`src/rtl/addsub_nibble_scheduler_if.sv`:
```
// addsub_nibble_scheduler_if
// Request/response bus between two requesting datapaths (plus the result
// consumer) and the nibble-serial add/subtract scheduler.
//   req0_*/req1_* : valid/ready handshake with operands a, b and sub flag
//   resp_*        : valid/ready result channel with id, result and carry
// Modports:
//   master : requester/consumer side (drives requests and resp_ready)
//   slave  : scheduler side (drives req readies and the response)
interface addsub_nibble_scheduler_if #(
    parameter int WIDTH = 16
);
    logic             req0_valid;
    logic             req0_ready;
    logic [WIDTH-1:0] req0_a;
    logic [WIDTH-1:0] req0_b;
    logic             req0_sub;

    logic             req1_valid;
    logic             req1_ready;
    logic [WIDTH-1:0] req1_a;
    logic [WIDTH-1:0] req1_b;
    logic             req1_sub;

    logic             resp_valid;
    logic             resp_ready;
    logic             resp_id;
    logic [WIDTH-1:0] resp_result;
    logic             resp_carry;

    modport master (
        output req0_valid, req0_a, req0_b, req0_sub,
        input  req0_ready,
        output req1_valid, req1_a, req1_b, req1_sub,
        input  req1_ready,
        input  resp_valid, resp_id, resp_result, resp_carry,
        output resp_ready
    );

    modport slave (
        input  req0_valid, req0_a, req0_b, req0_sub,
        output req0_ready,
        input  req1_valid, req1_a, req1_b, req1_sub,
        output req1_ready,
        output resp_valid, resp_id, resp_result, resp_carry,
        input  resp_ready
    );
endinterface

```
`src/rtl/addsub_nibble_scheduler.sv`:
```
// addsub_nibble_scheduler
// Shares one external 4-bit adder/subtractor slice between two requesters.
// Each accepted request is a WIDTH-bit add or subtract executed nibble-serially,
// least-significant nibble first, one nibble per cycle through the slice.
// Ports:
//   clk, rst     : clock, synchronous active-high reset
//   bus (slave)  : two request channels and one response channel
//   alu_x/alu_z  : nibble operands to the slice (0 outside RUN)
//   alu_cin      : carry into the slice (0 outside RUN)
//   alu_sum      : slice sum, combinational from alu_x/alu_z/alu_cin
//   alu_carry    : slice carry out, combinational
//   resp_overflow: signed overflow of the result (only with ADDSUB_SCHED_OVF_EN)
// Optional feature macro: ADDSUB_SCHED_OVF_EN adds the resp_overflow output.
// WIDTH must be a multiple of 4 and at least 4.
module addsub_nibble_scheduler #(
    parameter int WIDTH = 16
) (
    input  logic                          clk,
    input  logic                          rst,
    addsub_nibble_scheduler_if.slave      bus,
    output logic [3:0]                    alu_x,
    output logic [3:0]                    alu_z,
    output logic                          alu_cin,
    input  logic [3:0]                    alu_sum,
    input  logic                          alu_carry
`ifdef ADDSUB_SCHED_OVF_EN
    ,
    output logic                          resp_overflow
`endif
);

    localparam int N  = WIDTH / 4;
    localparam int IW = (N > 1) ? $clog2(N) : 1;
    localparam logic [IW-1:0] LAST_IDX = IW'(N - 1);

    typedef enum logic [1:0] {
        ST_IDLE = 2'd0,
        ST_RUN  = 2'd1,
        ST_DONE = 2'd2
    } state_t;

    state_t           state_r;
    state_t           state_nxt_s;

    logic [WIDTH-1:0] a_r;
    logic [WIDTH-1:0] b_r;
    logic             sub_r;
    logic             id_r;
    logic [IW-1:0]    idx_r;
    logic             c_r;
    logic [WIDTH-1:0] result_r;
    logic             carry_r;
    logic             last_grant_r;

    logic             grant_s;
    logic             hs_s;
    logic             ready0_s;
    logic             ready1_s;
    logic             resp_valid_s;
    logic [3:0]       alu_x_s;
    logic [3:0]       alu_z_s;
    logic             alu_cin_s;

`ifdef ADDSUB_SCHED_OVF_EN
    logic             ovf_r;

    // Signed overflow: operand signs agree (after optional inversion of b) and result sign differs.
    function automatic logic ovf_calc(input logic a_msb, input logic b_msb,
                                      input logic sub, input logic sum_msb);
        logic beff_msb;
        beff_msb = b_msb ^ sub;
        return (a_msb == beff_msb) & (sum_msb != a_msb);
    endfunction
`endif

    // Round-robin arbitration: a tie goes to the requester not granted last.
    always_comb begin
        grant_s = 1'b0;
        if (bus.req0_valid && bus.req1_valid) begin
            grant_s = ~last_grant_r;
        end else if (bus.req1_valid) begin
            grant_s = 1'b1;
        end else begin
            grant_s = 1'b0;
        end
    end

    assign hs_s = (bus.req0_valid & ready0_s) | (bus.req1_valid & ready1_s);

    // FSM state register.
    always_ff @(posedge clk) begin
        if (rst) begin
            state_r <= ST_IDLE;
        end else begin
            state_r <= state_nxt_s;
        end
    end

    // FSM next-state logic.
    always_comb begin
        state_nxt_s = state_r;
        case (state_r)
            ST_IDLE: begin
                if (hs_s) begin
                    state_nxt_s = ST_RUN;
                end else begin
                    state_nxt_s = ST_IDLE;
                end
            end
            ST_RUN: begin
                if (idx_r == LAST_IDX) begin
                    state_nxt_s = ST_DONE;
                end else begin
                    state_nxt_s = ST_RUN;
                end
            end
            ST_DONE: begin
                if (bus.resp_ready) begin
                    state_nxt_s = ST_IDLE;
                end else begin
                    state_nxt_s = ST_DONE;
                end
            end
            default: state_nxt_s = ST_IDLE;
        endcase
    end

    // FSM output decode. The z operand is pre-inverted by (sub ^ c) because the
    // slice XORs z with cin internally; the net effect is a + (sub ? ~b : b) + c.
    always_comb begin
        ready0_s     = 1'b0;
        ready1_s     = 1'b0;
        resp_valid_s = 1'b0;
        alu_x_s      = 4'h0;
        alu_z_s      = 4'h0;
        alu_cin_s    = 1'b0;
        case (state_r)
            ST_IDLE: begin
                ready0_s = bus.req0_valid & ~grant_s;
                ready1_s = bus.req1_valid & grant_s;
            end
            ST_RUN: begin
                alu_x_s   = a_r[{idx_r, 2'b00} +: 4];
                alu_z_s   = b_r[{idx_r, 2'b00} +: 4] ^ {4{sub_r ^ c_r}};
                alu_cin_s = c_r;
            end
            ST_DONE: begin
                resp_valid_s = 1'b1;
            end
            default: begin
                resp_valid_s = 1'b0;
            end
        endcase
    end

    // Operand capture at handshake, nibble-serial accumulation during RUN.
    always_ff @(posedge clk) begin
        if (rst) begin
            a_r          <= '0;
            b_r          <= '0;
            sub_r        <= 1'b0;
            id_r         <= 1'b0;
            idx_r        <= '0;
            c_r          <= 1'b0;
            result_r     <= '0;
            carry_r      <= 1'b0;
            last_grant_r <= 1'b1;
`ifdef ADDSUB_SCHED_OVF_EN
            ovf_r        <= 1'b0;
`endif
        end else begin
            case (state_r)
                ST_IDLE: begin
                    if (hs_s) begin
                        a_r          <= grant_s ? bus.req1_a   : bus.req0_a;
                        b_r          <= grant_s ? bus.req1_b   : bus.req0_b;
                        sub_r        <= grant_s ? bus.req1_sub : bus.req0_sub;
                        c_r          <= grant_s ? bus.req1_sub : bus.req0_sub;
                        id_r         <= grant_s;
                        idx_r        <= '0;
                        last_grant_r <= grant_s;
                    end
                end
                ST_RUN: begin
                    result_r[{idx_r, 2'b00} +: 4] <= alu_sum;
                    c_r   <= alu_carry;
                    idx_r <= idx_r + IW'(1);
                    if (idx_r == LAST_IDX) begin
                        carry_r <= alu_carry;
`ifdef ADDSUB_SCHED_OVF_EN
                        ovf_r   <= ovf_calc(a_r[WIDTH-1], b_r[WIDTH-1], sub_r, alu_sum[3]);
`endif
                    end
                end
                default: begin
                    c_r <= c_r;
                end
            endcase
        end
    end

    assign bus.req0_ready  = ready0_s;
    assign bus.req1_ready  = ready1_s;
    assign bus.resp_valid  = resp_valid_s;
    assign bus.resp_id     = id_r;
    assign bus.resp_result = result_r;
    assign bus.resp_carry  = carry_r;
    assign alu_x           = alu_x_s;
    assign alu_z           = alu_z_s;
    assign alu_cin         = alu_cin_s;
`ifdef ADDSUB_SCHED_OVF_EN
    assign resp_overflow   = ovf_r;
`endif

endmodule

```
`src/flat_wrapper.sv`:
```
// flat-port wrapper written by rule: the top's interface ports become plain ports
module addsub_nibble_scheduler_flat 
#(
    parameter int WIDTH = 16
)
  (clk, rst, alu_x, alu_z, alu_cin, alu_sum, alu_carry, bus_req0_valid, bus_req0_a, bus_req0_b, bus_req0_sub, bus_req0_ready, bus_req1_valid, bus_req1_a, bus_req1_b, bus_req1_sub, bus_req1_ready, bus_resp_valid, bus_resp_id, bus_resp_result, bus_resp_carry, bus_resp_ready);
  addsub_nibble_scheduler_if #(.WIDTH(WIDTH)) bus_i ();
  input  logic clk;
  input  logic rst;
  output logic [3:0] alu_x;
  output logic [3:0] alu_z;
  output logic alu_cin;
  input  logic [3:0] alu_sum;
  input  logic alu_carry;
  input wire logic [$bits(bus_i.req0_valid)-1:0] bus_req0_valid;
  input wire logic [$bits(bus_i.req0_a)-1:0] bus_req0_a;
  input wire logic [$bits(bus_i.req0_b)-1:0] bus_req0_b;
  input wire logic [$bits(bus_i.req0_sub)-1:0] bus_req0_sub;
  output wire logic [$bits(bus_i.req0_ready)-1:0] bus_req0_ready;
  input wire logic [$bits(bus_i.req1_valid)-1:0] bus_req1_valid;
  input wire logic [$bits(bus_i.req1_a)-1:0] bus_req1_a;
  input wire logic [$bits(bus_i.req1_b)-1:0] bus_req1_b;
  input wire logic [$bits(bus_i.req1_sub)-1:0] bus_req1_sub;
  output wire logic [$bits(bus_i.req1_ready)-1:0] bus_req1_ready;
  output wire logic [$bits(bus_i.resp_valid)-1:0] bus_resp_valid;
  output wire logic [$bits(bus_i.resp_id)-1:0] bus_resp_id;
  output wire logic [$bits(bus_i.resp_result)-1:0] bus_resp_result;
  output wire logic [$bits(bus_i.resp_carry)-1:0] bus_resp_carry;
  input wire logic [$bits(bus_i.resp_ready)-1:0] bus_resp_ready;
  assign bus_i.req0_valid = bus_req0_valid;
  assign bus_i.req0_a = bus_req0_a;
  assign bus_i.req0_b = bus_req0_b;
  assign bus_i.req0_sub = bus_req0_sub;
  assign bus_req0_ready = bus_i.req0_ready;
  assign bus_i.req1_valid = bus_req1_valid;
  assign bus_i.req1_a = bus_req1_a;
  assign bus_i.req1_b = bus_req1_b;
  assign bus_i.req1_sub = bus_req1_sub;
  assign bus_req1_ready = bus_i.req1_ready;
  assign bus_resp_valid = bus_i.resp_valid;
  assign bus_resp_id = bus_i.resp_id;
  assign bus_resp_result = bus_i.resp_result;
  assign bus_resp_carry = bus_i.resp_carry;
  assign bus_i.resp_ready = bus_resp_ready;
  addsub_nibble_scheduler #(.WIDTH(WIDTH)) u_core (.clk(clk), .rst(rst), .bus(bus_i), .alu_x(alu_x), .alu_z(alu_z), .alu_cin(alu_cin), .alu_sum(alu_sum), .alu_carry(alu_carry));
endmodule
```
`config.mk`:
```
export PLATFORM = sky130hd
export DESIGN_NAME = addsub_nibble_scheduler_flat
export DESIGN_NICKNAME = d
export VERILOG_FILES = /design/src/rtl/addsub_nibble_scheduler_if.sv /design/src/rtl/addsub_nibble_scheduler.sv /design/src/flat_wrapper.sv
export SDC_FILE = /design/constraint.sdc
export NUM_CORES = 1
export LEC_CHECK = 0
export CORE_MARGIN = 8
export CORE_UTILIZATION = 49
export DETAILED_ROUTE_END_ITERATION = 8
export GPL_TIMING_DRIVEN = 0
export PLACE_DENSITY_LB_ADDON = 0.05
export RECOVER_POWER = 25
export SLEW_MARGIN = 20
export SYNTH_ARGS = -nofsm -noshare
export SYNTH_HDL_FRONTEND = slang
export SYNTH_SLANG_ARGS = --single-unit
```
`constraint.sdc`:
```
create_clock -name clk -period 5.1 [get_ports clk]
set_clock_uncertainty 0.05 [all_clocks]
set_input_delay 0.765 -clock clk [delete_from_list [all_inputs] [get_ports clk]]
set_output_delay 0.765 -clock clk [all_outputs]
set_load 0.02 [all_outputs]
```
==> results.json <==
{
  "status": "finished, final reports clean",
  "cp-startpoint": "bus_req0_valid",
  "multiInputGateArea_um2": 1670,
  "cts_max_path_buffers": 2,
  "crit_required_ps": 4280,
  "via_count": 2620,
  "pin_count": 106,
  "synth_cell_types": 35,
  "dp_cells": 465,
  "final_cell_mix": "103 x clkdlybuf4s50_1, 57 x dfxtp_1, 55 x nor2_1",
  "grt_pass1_vias": 2763,
  "async_reset_ff_frac": 0,
  "viasPerCell": 5.45,
  "routedWlPerCell_um": 16.7,
  "slew_violations": 0,
  "initial_core_util": 0.504,
  "critPathCaptureType": "output pin",
  "syn-num-nets": 368,
  "max_slew_margin": 0.530,
  "drt_iter0_markers": 79,
  "cts-buffers-inserted": 9,
  "drv_cap": 0,
  "gp_congestion": 0.773,
  "netlist_instances": 286,
  "cts_tree": "built",
  "nFillCells": 465,
  "ys_ff_latch": 57,
  "clock_sinks": 57,
  "place_hpwl_um": 6120,
  "avgSynthCellArea_um2": 10.4,
  "setup_violations": 0,
  "cts-htree-levels": 3,
  "p_per_area_nw_per_um2": 297,
  "finalWirelength_um": 8020,
  "areaGrowthSynthToFinish_pct": 44.9,
  "cts_resized": 0,
  "drive_gt1_frac": 0.170,
  "overflow": 0,
  "final-hold-violation-count": 0,
  "cp_data_arrival_time_ps": 3120,
  "ir_drop_mv": 0.183,
  "rows": 28,
  "stdcell_count": 481,
  "io_buffers": 104,
  "startpoint_type": "input port",
  "grt_start_max_net_pins": 11,
  "finalInstanceArea_um2": 4320,
  "netlist_area_um2": 2980,
  "fin_setup_tns_ps": 0,
  "hold_ws_ps": 425,
  "max_freq_ghz": 0.254,
  "synth_area_leader_cell": "dfxtp_1",
  "fin_crit_ps": 3930,
  "grt_use_total": 0.188,
  "grt_antenna_before_repair": 0,
  "ys_top_cells_by_area": "dfxtp_1 38%, a211oi_2 13%, mux2i_1 11%, nor2_1 6.9%, a22oi_1 4.0%",
  "leakagePower_uw": 0.00159,
  "drcViolationCount": 0,
  "finalCritPeriodShare": 0.771,
  "worst_pin_slew_ps": 704,
  "insertion_delay_ps": 340,
  "core_um2": 5920,
  "layout_commonest_cell": "clkdlybuf4s50_1",
  "die-width_um": 94.0,
  "synth.yosys.seq_area_share": 0.382,
  "path_max_fanout": 10,
  "die-area_um2": 8840,
  "post_cts_buffers": 0,
  "hold_buffers": 0,
  "ys_warn_count": 0,
  "clk_pin_slew_ps": 70,
  "rsz0062_at_grt": "false",
  "ant_nets": 0,
  "drtPass1Iterations": 4,
  "crit_type": "input port to output pin",
  "reg2reg_from": "u_core.idx_r[1]",
  "hold_class": "flop to flop",
  "insertedDiodeCount": 0,
  "min_from": "u_core.sub_r",
  "die_h_um": 94.0,
  "grt_pass1_wl_um": 13100,
  "synth_ff_type": "dfxtp_1",
  "synth_top_area_share": 0.382,
  "cts-root-buf": "clkbuf_8",
  "seq_area_um2": 1140,
  "finalNetCount": 483,
  "dpl_cell_area_um2": 4120,
  "synth_edf_count": 0
}
-- per-stage QoR --
step	power [uW]	setup WS, ps	util
global route	1340	1090	0.730
finish	1280	1170	0.730
floorplan	691	2610	-
global placement	805	1690	0.696
CTS	1290	1670	0.734
detailed placement	811	1670	0.696
-- worst max-delay path: stages --
cell	delay, ps
dlygate4sd3_1	580
a21boi_0	200
clkbuf_1	560
buf_6	250
and2_1	150
clkdlybuf4s50_1	610
-- cells in the mapped netlist (all sizes together) (5+ instances only) --
library cell  number
nor2              56
ha                 6
a21oi              7
and2               6
buf               16
a211oi            32
o21ai              5
nand3              6
dfxtp             57
mux2i             32
clkbuf             5
nand2             15
mux4               8
a22oi             16
-- registers in the layout (all words and copies together), names as in the netlist --
register,cells
u_core.a_r,16
u_core.b_r,16
u_core.bus.resp_result,16
u_core.idx_r,2
u_core.state_r,2
u_core.bus.resp_carry,1
u_core.bus.resp_id,1
u_core.c_r,1
u_core.last_grant_r,1
u_core.sub_r,1
-- routing by layer --
metal | global-route usage | wire (um)
met1 | 0.211 | 3420
met2 | 0.321 | 3940
met3 | 0.0544 | 517
met4 | 0.0832 | 144
met5 | 0 | 0
-- power by group --
part           total, uW  internal (uW)  switching [uW]  leakage [uW]
Combinational        298            156             142       0.00101
Sequential           501            480            21.3      0.000469
Clock                484            300             185      0.000115
-- cell families (layout without fill, tap and decap cells) --
logic type | after synthesis | after routing | synth area share
muxes | 41 | 41 | 0.175
buffers and inverters | 23 | 143 | 0.0579
DFF | 57 | 57 | 0.382
AOI/OAI and AO/OA | 65 | 65 | 0.206
xor gates and xnor gates | 1 | 1 | 0.00294
adders and majority gates | 6 | 6 | 0.0252
and+or+nand+nor | 93 | 93 | 0.150
-- cell type report --
class	instances	share of cell area
inverters	2	0.00174
well taps	75	0.0217
multi-input cells	206	0.385
clock buffers	11	0.0350
flip-flops and latches	57	0.264
repair buffers	104	0.241
plain buffers	21	0.0336
clock inverters	5	0.0179
-- final timing paths --
path                               end  slack [ps]  cells after the start
min                       u_core.sub_r         420                      2
max                     bus_req1_ready        1170                      6
min reg2reg               u_core.sub_r         420                      2
max reg2reg  u_core.bus.resp_result[8]        2850                      7
Note: power is estimated with default switching activity, not from simulation.
